[config.mk]
export PLATFORM = sky130hd
export DESIGN_NAME = regfile_dump
export DESIGN_NICKNAME = d
export VERILOG_FILES = /design/src/rtl/regfile_dump_pkg.sv /design/src/rtl/regfile_dump_snapshot.sv /design/src/rtl/regfile_dump.sv
export SDC_FILE = /design/constraint.sdc
export NUM_CORES = 1
export LEC_CHECK = 0
export BUFFER_PORTS_ARGS = -buffer_cell sky130_fd_sc_hd__buf_2
export CAP_MARGIN = 15
export CELL_PAD_IN_SITES_DETAIL_PLACEMENT = 1
export CELL_PAD_IN_SITES_GLOBAL_PLACEMENT = 1
export CORE_UTILIZATION = 33
export CTS_CLUSTER_SIZE = 10
export DETAILED_ROUTE_END_ITERATION = 8
export GPL_TIMING_DRIVEN = 0
export HOLD_SLACK_MARGIN = 0.06
export PLACE_DENSITY = 0.67
export SLEW_MARGIN = 30
export SYNTH_ARGS = -nofsm -noshare
export SYNTH_HDL_FRONTEND = slang
export SYNTH_SLANG_ARGS = --single-unit
[constraint.sdc]
create_clock -name clock -period 2.5 [get_ports clock]
set_input_delay 0.125 -clock clock [delete_from_list [all_inputs] [get_ports clock]]
set_output_delay 0.125 -clock clock [all_outputs]
set_load 0.005 [all_outputs]
[src/rtl/regfile_dump_pkg.sv]
// regfile_dump_pkg: shared state encoding and constants for the register-file dump engine.
// Revision 1.0
`default_nettype none

package regfile_dump_pkg;

   typedef enum logic [2:0] {
      ST_IDLE = 3'd0,
      ST_LOAD = 3'd1,
      ST_SEND = 3'd2,
      ST_CSUM = 3'd3,
      ST_DONE = 3'd4
   } state_t;

   localparam int         HW_W     = 16;
   localparam logic [6:0] CSUM_TAG = 7'h7F;

endpackage

`default_nettype wire

[src/rtl/regfile_dump_snapshot.sv]
// regfile_dump_snapshot: 64-bit snapshot register with a 2-bit halfword counter and halfword select.
// Revision 1.0
`default_nettype none

module regfile_dump_snapshot
   import regfile_dump_pkg::*;
(
   input  logic            clock,
   input  logic            reset,
   input  logic            load,
   input  logic            advance,
   input  logic [63:0]     data_in,
   output logic [HW_W-1:0] hw_data,
   output logic [1:0]      hw_idx,
   output logic            last_hw
);

   logic [63:0] snap;

   always_ff @(posedge clock or posedge reset) begin
      if (reset) begin
         snap   <= '0;
         hw_idx <= 2'd0;
      end else if (load) begin
         snap   <= data_in;
         hw_idx <= 2'd0;
      end else if (advance) begin
         hw_idx <= hw_idx + 2'd1;   // wraps to 0 after halfword 3
      end
   end

   assign hw_data = snap[HW_W*hw_idx +: HW_W];
   assign last_hw = (hw_idx == 2'd3);

endmodule

`default_nettype wire

[src/rtl/regfile_dump.sv]
// regfile_dump: walks the RF A-port over [FIRST_REG..LAST_REG] and streams each register as 4 halfwords.
// Optional trailing XOR checksum word enabled by defining REGFILE_DUMP_CHECKSUM_EN. Revision 1.0
`default_nettype none

module regfile_dump
   import regfile_dump_pkg::*;
#(
   parameter int FIRST_REG = 0,
   parameter int LAST_REG  = 30
)
(
   input  logic            clock,
   input  logic            reset,
   input  logic            start,
   input  logic [63:0]     A,
   output logic [4:0]      SA,
   output logic [HW_W-1:0] out_data,
   output logic [6:0]      out_tag,
   output logic            out_valid,
   input  logic            out_ready,
   output logic            busy,
   output logic            done
);

   localparam logic [4:0] FIRST_IDX = 5'(FIRST_REG);
   localparam logic [4:0] LAST_IDX  = 5'(LAST_REG);

   state_t          state, state_next;
   logic [4:0]      reg_idx;
   logic            snap_load, snap_advance, last_hw, last_reg, xfer;
   logic [1:0]      hw_idx;
   logic [HW_W-1:0] hw_data;

   assign last_reg = (reg_idx == LAST_IDX);
   assign xfer     = out_valid && out_ready;

   regfile_dump_snapshot u_snapshot (
      .clock   (clock),
      .reset   (reset),
      .load    (snap_load),
      .advance (snap_advance),
      .data_in (A),
      .hw_data (hw_data),
      .hw_idx  (hw_idx),
      .last_hw (last_hw)
   );

   always_ff @(posedge clock or posedge reset) begin
      if (reset) state <= ST_IDLE;
      else       state <= state_next;
   end

   // SA only moves when a new register is about to be loaded, so it holds elsewhere
   always_ff @(posedge clock or posedge reset) begin
      if (reset) begin
         reg_idx <= FIRST_IDX;
         SA      <= 5'd0;
      end else if (state == ST_IDLE && start) begin
         reg_idx <= FIRST_IDX;
         SA      <= FIRST_IDX;
      end else if (state == ST_SEND && xfer && last_hw && !last_reg) begin
         reg_idx <= reg_idx + 5'd1;
         SA      <= reg_idx + 5'd1;
      end
   end

`ifdef REGFILE_DUMP_CHECKSUM_EN
   logic [HW_W-1:0] checksum;

   always_ff @(posedge clock or posedge reset) begin
      if (reset)                            checksum <= '0;
      else if (state == ST_IDLE && start)   checksum <= '0;
      else if (state == ST_SEND && xfer)    checksum <= checksum ^ hw_data;
   end
`endif

   always_comb begin
      state_next   = state;
      snap_load    = 1'b0;
      snap_advance = 1'b0;
      out_valid    = 1'b0;
      out_data     = '0;
      out_tag      = 7'd0;
      done         = 1'b0;
      busy         = (state != ST_IDLE);
      case (state)
         ST_IDLE: begin
            if (start) state_next = ST_LOAD;
         end
         ST_LOAD: begin
            snap_load  = 1'b1;
            state_next = ST_SEND;
         end
         ST_SEND: begin
            out_valid = 1'b1;
            out_data  = hw_data;
            out_tag   = {reg_idx, hw_idx};
            if (out_ready) begin
               snap_advance = 1'b1;
               if (last_hw) begin
`ifdef REGFILE_DUMP_CHECKSUM_EN
                  state_next = last_reg ? ST_CSUM : ST_LOAD;
`else
                  state_next = last_reg ? ST_DONE : ST_LOAD;
`endif
               end
            end
         end
`ifdef REGFILE_DUMP_CHECKSUM_EN
         ST_CSUM: begin
            out_valid = 1'b1;
            out_data  = checksum;
            out_tag   = CSUM_TAG;
            if (out_ready) state_next = ST_DONE;
         end
`endif
         ST_DONE: begin
            done       = 1'b1;
            state_next = ST_IDLE;
         end
         default: state_next = ST_IDLE;
      endcase
   end

endmodule

`default_nettype wire

---- After elaboration in Yosys (flattened, before gate mapping) ----
Index checks and enable logic that the tools add are counted.
operators by class
  shift operators ......................... 1
  $add $sub $neg .......................... 2
  reductions and logical operators ........ 11
  mux-type cells .......................... 16
  equal/unequal tests ..................... 8
operators with widths
  operator                                              count
  variable part select 64 x 7 -> 16 bit                 1
  two-way mux 16 bit                                    1
  two-way mux 3 bit                                     4
  two-way mux 5 bit                                     2
  one-hot mux 3 bit (3 select lines)                    1
  two-way mux 7 bit                                     1
  inequality test 2 bit (second input constant)         3
  adder 5 x 1 -> 5 bit (second input constant)          1
  equality test 5 bit (second input constant)           1
  logical AND 1 bit                                     5
  two-way mux 1 bit                                     5
  two-way mux 2 bit                                     2
  nonzero test 2 bit                                    2
  equality test 3 x 1 -> 1 bit (second input constant)  1
  equality test 3 x 2 -> 1 bit (second input constant)  1
  equality test 3 bit (second input constant)           1
  logical NOT 3 bit                                     1
  AND reduction 3 bit                                   1
  nonzero test 3 bit                                    1
  adder 2 x 1 -> 2 bit (second input constant)          1
  equality test 2 bit (second input constant)           1
  logical NOT 1 bit                                     1
storage, ports and cells
  word-level logic and storage cells ...... 42
  output and inout bits ................... 31
  input bits .............................. 68
  flip-flop bits (word level) ............. 74

---- Logic depth before layout (Yosys ltp) ----
  depth in word-level cells ............... 8
  mapped depth ............................ 5
  gate-level depth less buffers ........... 5

---- Cells and area by module ----
Synthesis repeated with hierarchy kept, for this count alone.
unflattened totals
  cells, all modules ...................... 233
  area, all modules ....................... 3499.6 µm²
modules (own cells, without submodules)
  module                 cells an instance  seq. area each (µm²)  instances  area an instance (µm²)
  regfile_dump_snapshot  163                1651.6                1          2899.0
  regfile_dump           70                 200.2                 1          600.6

---- Least setup slack after synthesis ----
OpenSTA, ideal clock, no wires.
  path kind ............................... register to output
  from .................................... reg u_snapshot.hw_idx[0]
  to ...................................... out out_data[10]
  stages on the path, launching flop included .. 5
  setup slack ............................. 1.017 ns
  data required time ...................... 2.375 ns
  arrival ................................. 1.358 ns
  buffers on the path ..................... 2
  cell sequence ........................... dfrtp_1 > buf_4 > buf_6 > mux4_2 > and2_1
between the ends
  longest elaborated chain between the ends .. 2
RTL lines
  element                                RTL line                     text
  start, declared                        regfile_dump_snapshot.sv:14  output logic [1:0] hw_idx,
  start signal, assigned                 regfile_dump_snapshot.sv:28  hw_idx <= hw_idx + 2'd1;
  variable part select 64 x 7 -> 16 bit  regfile_dump_snapshot.sv:32  assign hw_data = snap[HW_W*hw_idx +: HW_W];
  two-way mux 16 bit                     regfile_dump.sv:86           case (state)
  end, declared                          regfile_dump.sv:17           output logic [HW_W-1:0] out_data,
No other way between the ends.

---- Final worst setup path ----
  from .................................... reg u_snapshot.hw_idx[1]
  to ...................................... out out_data[12]
The elaborated chain is that of the path after synthesis.

==> summary.md <==
| Metric | Value |
|---|---|
| Status | `finished clean` |
| Final setup viols | `0` |
| Largest net degree at the start of global routing | `44` |
| Worst reg2reg path depth | `4` |
| Min Clock Period, post-route | `2.14 ns` |
| Cell taking the most area after synthesis | `dfrtp_1` |
| Total global-route track usage | `a little under a fifth` |
| Asr flop ratio synth | `100%` |
| Worst hold stages | `3` |
| Clock-pin slew of the registers on the worst-case setup and hold paths | `0.08 ns` |
| Fillers | `1,091` |
| DRC viols | `0` |
| DR vias/cell | `4.68` |
| TritonCTS clock tree | `done` |
| Post-Syn Area | `~3500 µm²` |
| Mapped Nets | `~310` |
| R2r endpoint | `u_snapshot.snap[8]` |
| Logic pwr share | `40.9%` |
| CP arrival | `2.01 ns` |
| Vias in the first global route | `2,861` |
| Core Region | `10,300 µm²` |
| Commonest non-fill, non-tap cells in the layout | `buf_2 (102), dfrtp_1 (74), dlygate4sd3_1 (66)` |
| Synth warn | `0` |
| Synth top area share | `53.4%` |
| RePlAce Congestion | `0.732` |
| H-tree levels | `3` |
| Max Fanout on Critical Path | `10` |
| Worst setup EP type | `output port` |
| Overflow after GRT | `0` |
| Switch share | `between 30% and 40%` |
| Worst-Skew Late Latency | `0.34 ns` |
| VDD IR-drop max | `approximately 0.38 mV` |
| Full die area | `10,900 µm²` |
| DRT antenna net count | `0` |
| Critical path launch point type | `flop` |
| Synthesized area per cell | `14.8 µm²` |
| Number of diodes | `0` |
| Dominant cells by area after synthesis | `dfrtp_1 (53%), mux2_2 (12%), mux4_2 (10%)` |
| Placed Instances | `469` |
| Die height | `105 µm` |
| Mapped Cells | `roughly 230` |
| Router iterations before antenna repair | `4` |
| Reg2reg start | `state[1]` |
| Layout area overhead | `45.3%` |
| Routed wire length | `9.27 mm` |
| Rows | `37` |
| Worst hold endpoint | `state[0]` |
| Reg power frac | `39.4%` |
| Net switching power of the design | `about 1.6 mW` |
| Initial core utilization | `33.7%` |
| Worst Path Required | `2.38 ns` |
| Post-Place Setup Slack | `0.739 ns` |
| Routed WL per cell | `between 15 and 20 µm` |
| WS Path Type | `reg2out` |
| Post-synthesis register bit count | `74` |
| I/O Pins | `99` |
| Hold Vio Cnt, Final | `0` |
| Vias | `between 2,000 and 3,000` |
| Root buffer cell | `clkbuf_8` |
| Number of flops mapped to enable cells by yosys | `0` |
| PortBufs | `98` |
| Clock buffer depth | `2` |
| Antenna violations before repair | `0` |
| Layout Cells excl Fill | `550` |
| Sequential element share of the synthesized area | `53.4%` |
| Post-DP HPWL | `6.08 mm` |
| Clock Skew | `0.00932 ns` |
| RSZ-0062 raised after global routing | `false` |
| Int Power | `3.65 mW` |
| Worst reg2reg setup slack | `0.76 ns` |
| Clock power frac | `between 15 and 20%` |
| Commonest non-fill, non-tap cell in the layout | `buf_2` |
| Inserted Clock Buffers | `9` |
| Worst Hold Class | `in2reg` |
| Final #Nets | `481` |
| Slew Limit Fails | `0` |
| Max-cap viol count | `0` |
| First-pass GRT wire length | `15.2 mm` |
| Period utilisation layout | `85.5%` |
| Post-synth cell types | `32` |
| Clock tree sinks | `74` |
| Main synth FF type | `dfrtp_1` |
| Worst Hold Launch | `start` |
| Setup ws final | `0.363 ns` |
| Detailed Route Iter0 Violations | `63` |
| Leakage | `approximately 2.3 nW` |
| Slew margin rel. | `between 50% and 60%` |
| Fmax achieved | `468 MHz` |
| PwrDens | `roughly 1000 nW/µm²` |
| Share of layout cells above drive strength 1 | `44.0%` |
| Die extent in x | `105 µm` |
| Slew @ Worst Pin | `between 0.5 and 0.6 ns` |
-- power groups by stage --
stage / Clock, mW / Sequential, mW / Combinational [mW]
finish: 1.04 / 2.08 / 2.16
global route: 1.11 / 2.17 / 2.36
CTS: 1.06 / 2.08 / 2.19
detailed placement: 0 / 2.10 / 2.11
global placement: 0 / 2.06 / 2.05
floorplan: 0 / 1.98 / 1.55
-- logic make-up after synthesis --
family	share of synthesized area, %
AOI/OAI and AO/OA	0.902
xor gates and xnor gates	0.253
DFF	53.4
muxes	32.3
buffers and inverters	3.10
and+or+nand+nor	8.91
adders and majority gates	1.08
-- metrics by stage --
stage / hold WS (ns) / power (mW) / cell area, µm² / utilization (%) / setup TNS (ns)
6_report: 0.249 / 5.28 / 5040 / 49.0 / 0
5_1_grt: 0.278 / 5.64 / 5040 / 49.0 / 0
4_1_cts: 0.244 / 5.33 / 5040 / 49.0 / 0
3_5_place_dp: 0.174 / 4.21 / 4160 / 40.5 / 0
3_3_place_gp: 0.342 / 4.11 / 4130 / 40.2 / -39.88
2_1_floorplan: 0.260 / 3.53 / 3470 / - / 0
-- cell usage after synthesis, types with 2 or more instances --
cell type  instances
buf_6              4
mux2i_1            4
and2_1            21
mux2_2            37
buf_2              4
and4bb_2           2
a21o_1             2
clkbuf_1           2
ha_1               3
nand2_1            7
nand4_1            3
mux4_2            16
and4_1             2
inv_1              3
nor2_1             5
dfrtp_1           74
nor3_1             3
mux2_1            27
buf_4              2
-- per-layer routing --
metal | vias to the layer above | wire (µm) | global-route usage, %
met5 | - | 0 | 0
met2 | 57 | 4960 | 34.0
li1 | 1197 | - | -
met1 | 1310 | 3940 | 22.1
met3 | 11 | 229 | 2.19
met4 | 0 | 131 | 7.04
-- worst max-delay path: stages (launching register included) --
cell and delay [ns]:
dfrtp_1 0.35, clkbuf_2 0.28, buf_2 0.37, mux4_2 0.36
and2_1 0.18, buf_2 0.13
-- final cells by class --
type / count / area (µm²) / share of cell area, %
plain buffers: 13 / 92.6 / 1.84
clock buffers: 11 / 141 / 2.81
flip-flops and latches: 74 / 1850 / 36.8
repair buffers: 165 / 1180 / 23.4
well taps: 136 / 170 / 3.38
clock inverters: 4 / 76.3 / 1.52
multi-input cells: 143 / 1510 / 29.9
inverters: 4 / 17.5 / 0.348
-- worst max-delay path by stage --
| stage | depth (start not counted) | from | end | slack (ns) |
|---|---|---|---|---|
| after floorplan | 1 | reset | reg_idx[0] | 0.49 |
| after global placement | 2 | reset | u_snapshot.snap[40] | -0.54 |
| after detailed placement | 6 | state[0] | out_data[13] | 0.74 |
| after CTS | 5 | u_snapshot.hw_idx[0] | out_data[13] | 0.37 |
| after global routing | 6 | state[2] | out_data[6] | 0.26 |
| final | 5 | u_snapshot.hw_idx[1] | out_data[12] | 0.36 |
-- state kept, by name (all words and copies together), names as in the netlist --
name,flops
reg_idx,5
u_snapshot.hw_idx,2
state,3
u_snapshot.snap,64
-- repair_timing --
item | 4_1_cts | 5_1_grt
hold buffers | 66 | 0
endpoints found under the hold margin | 96 | 0
setup buffers | 0 | 0
resized for setup | 0 | 0
No activity file was read; power rests on OpenSTA's default activity.
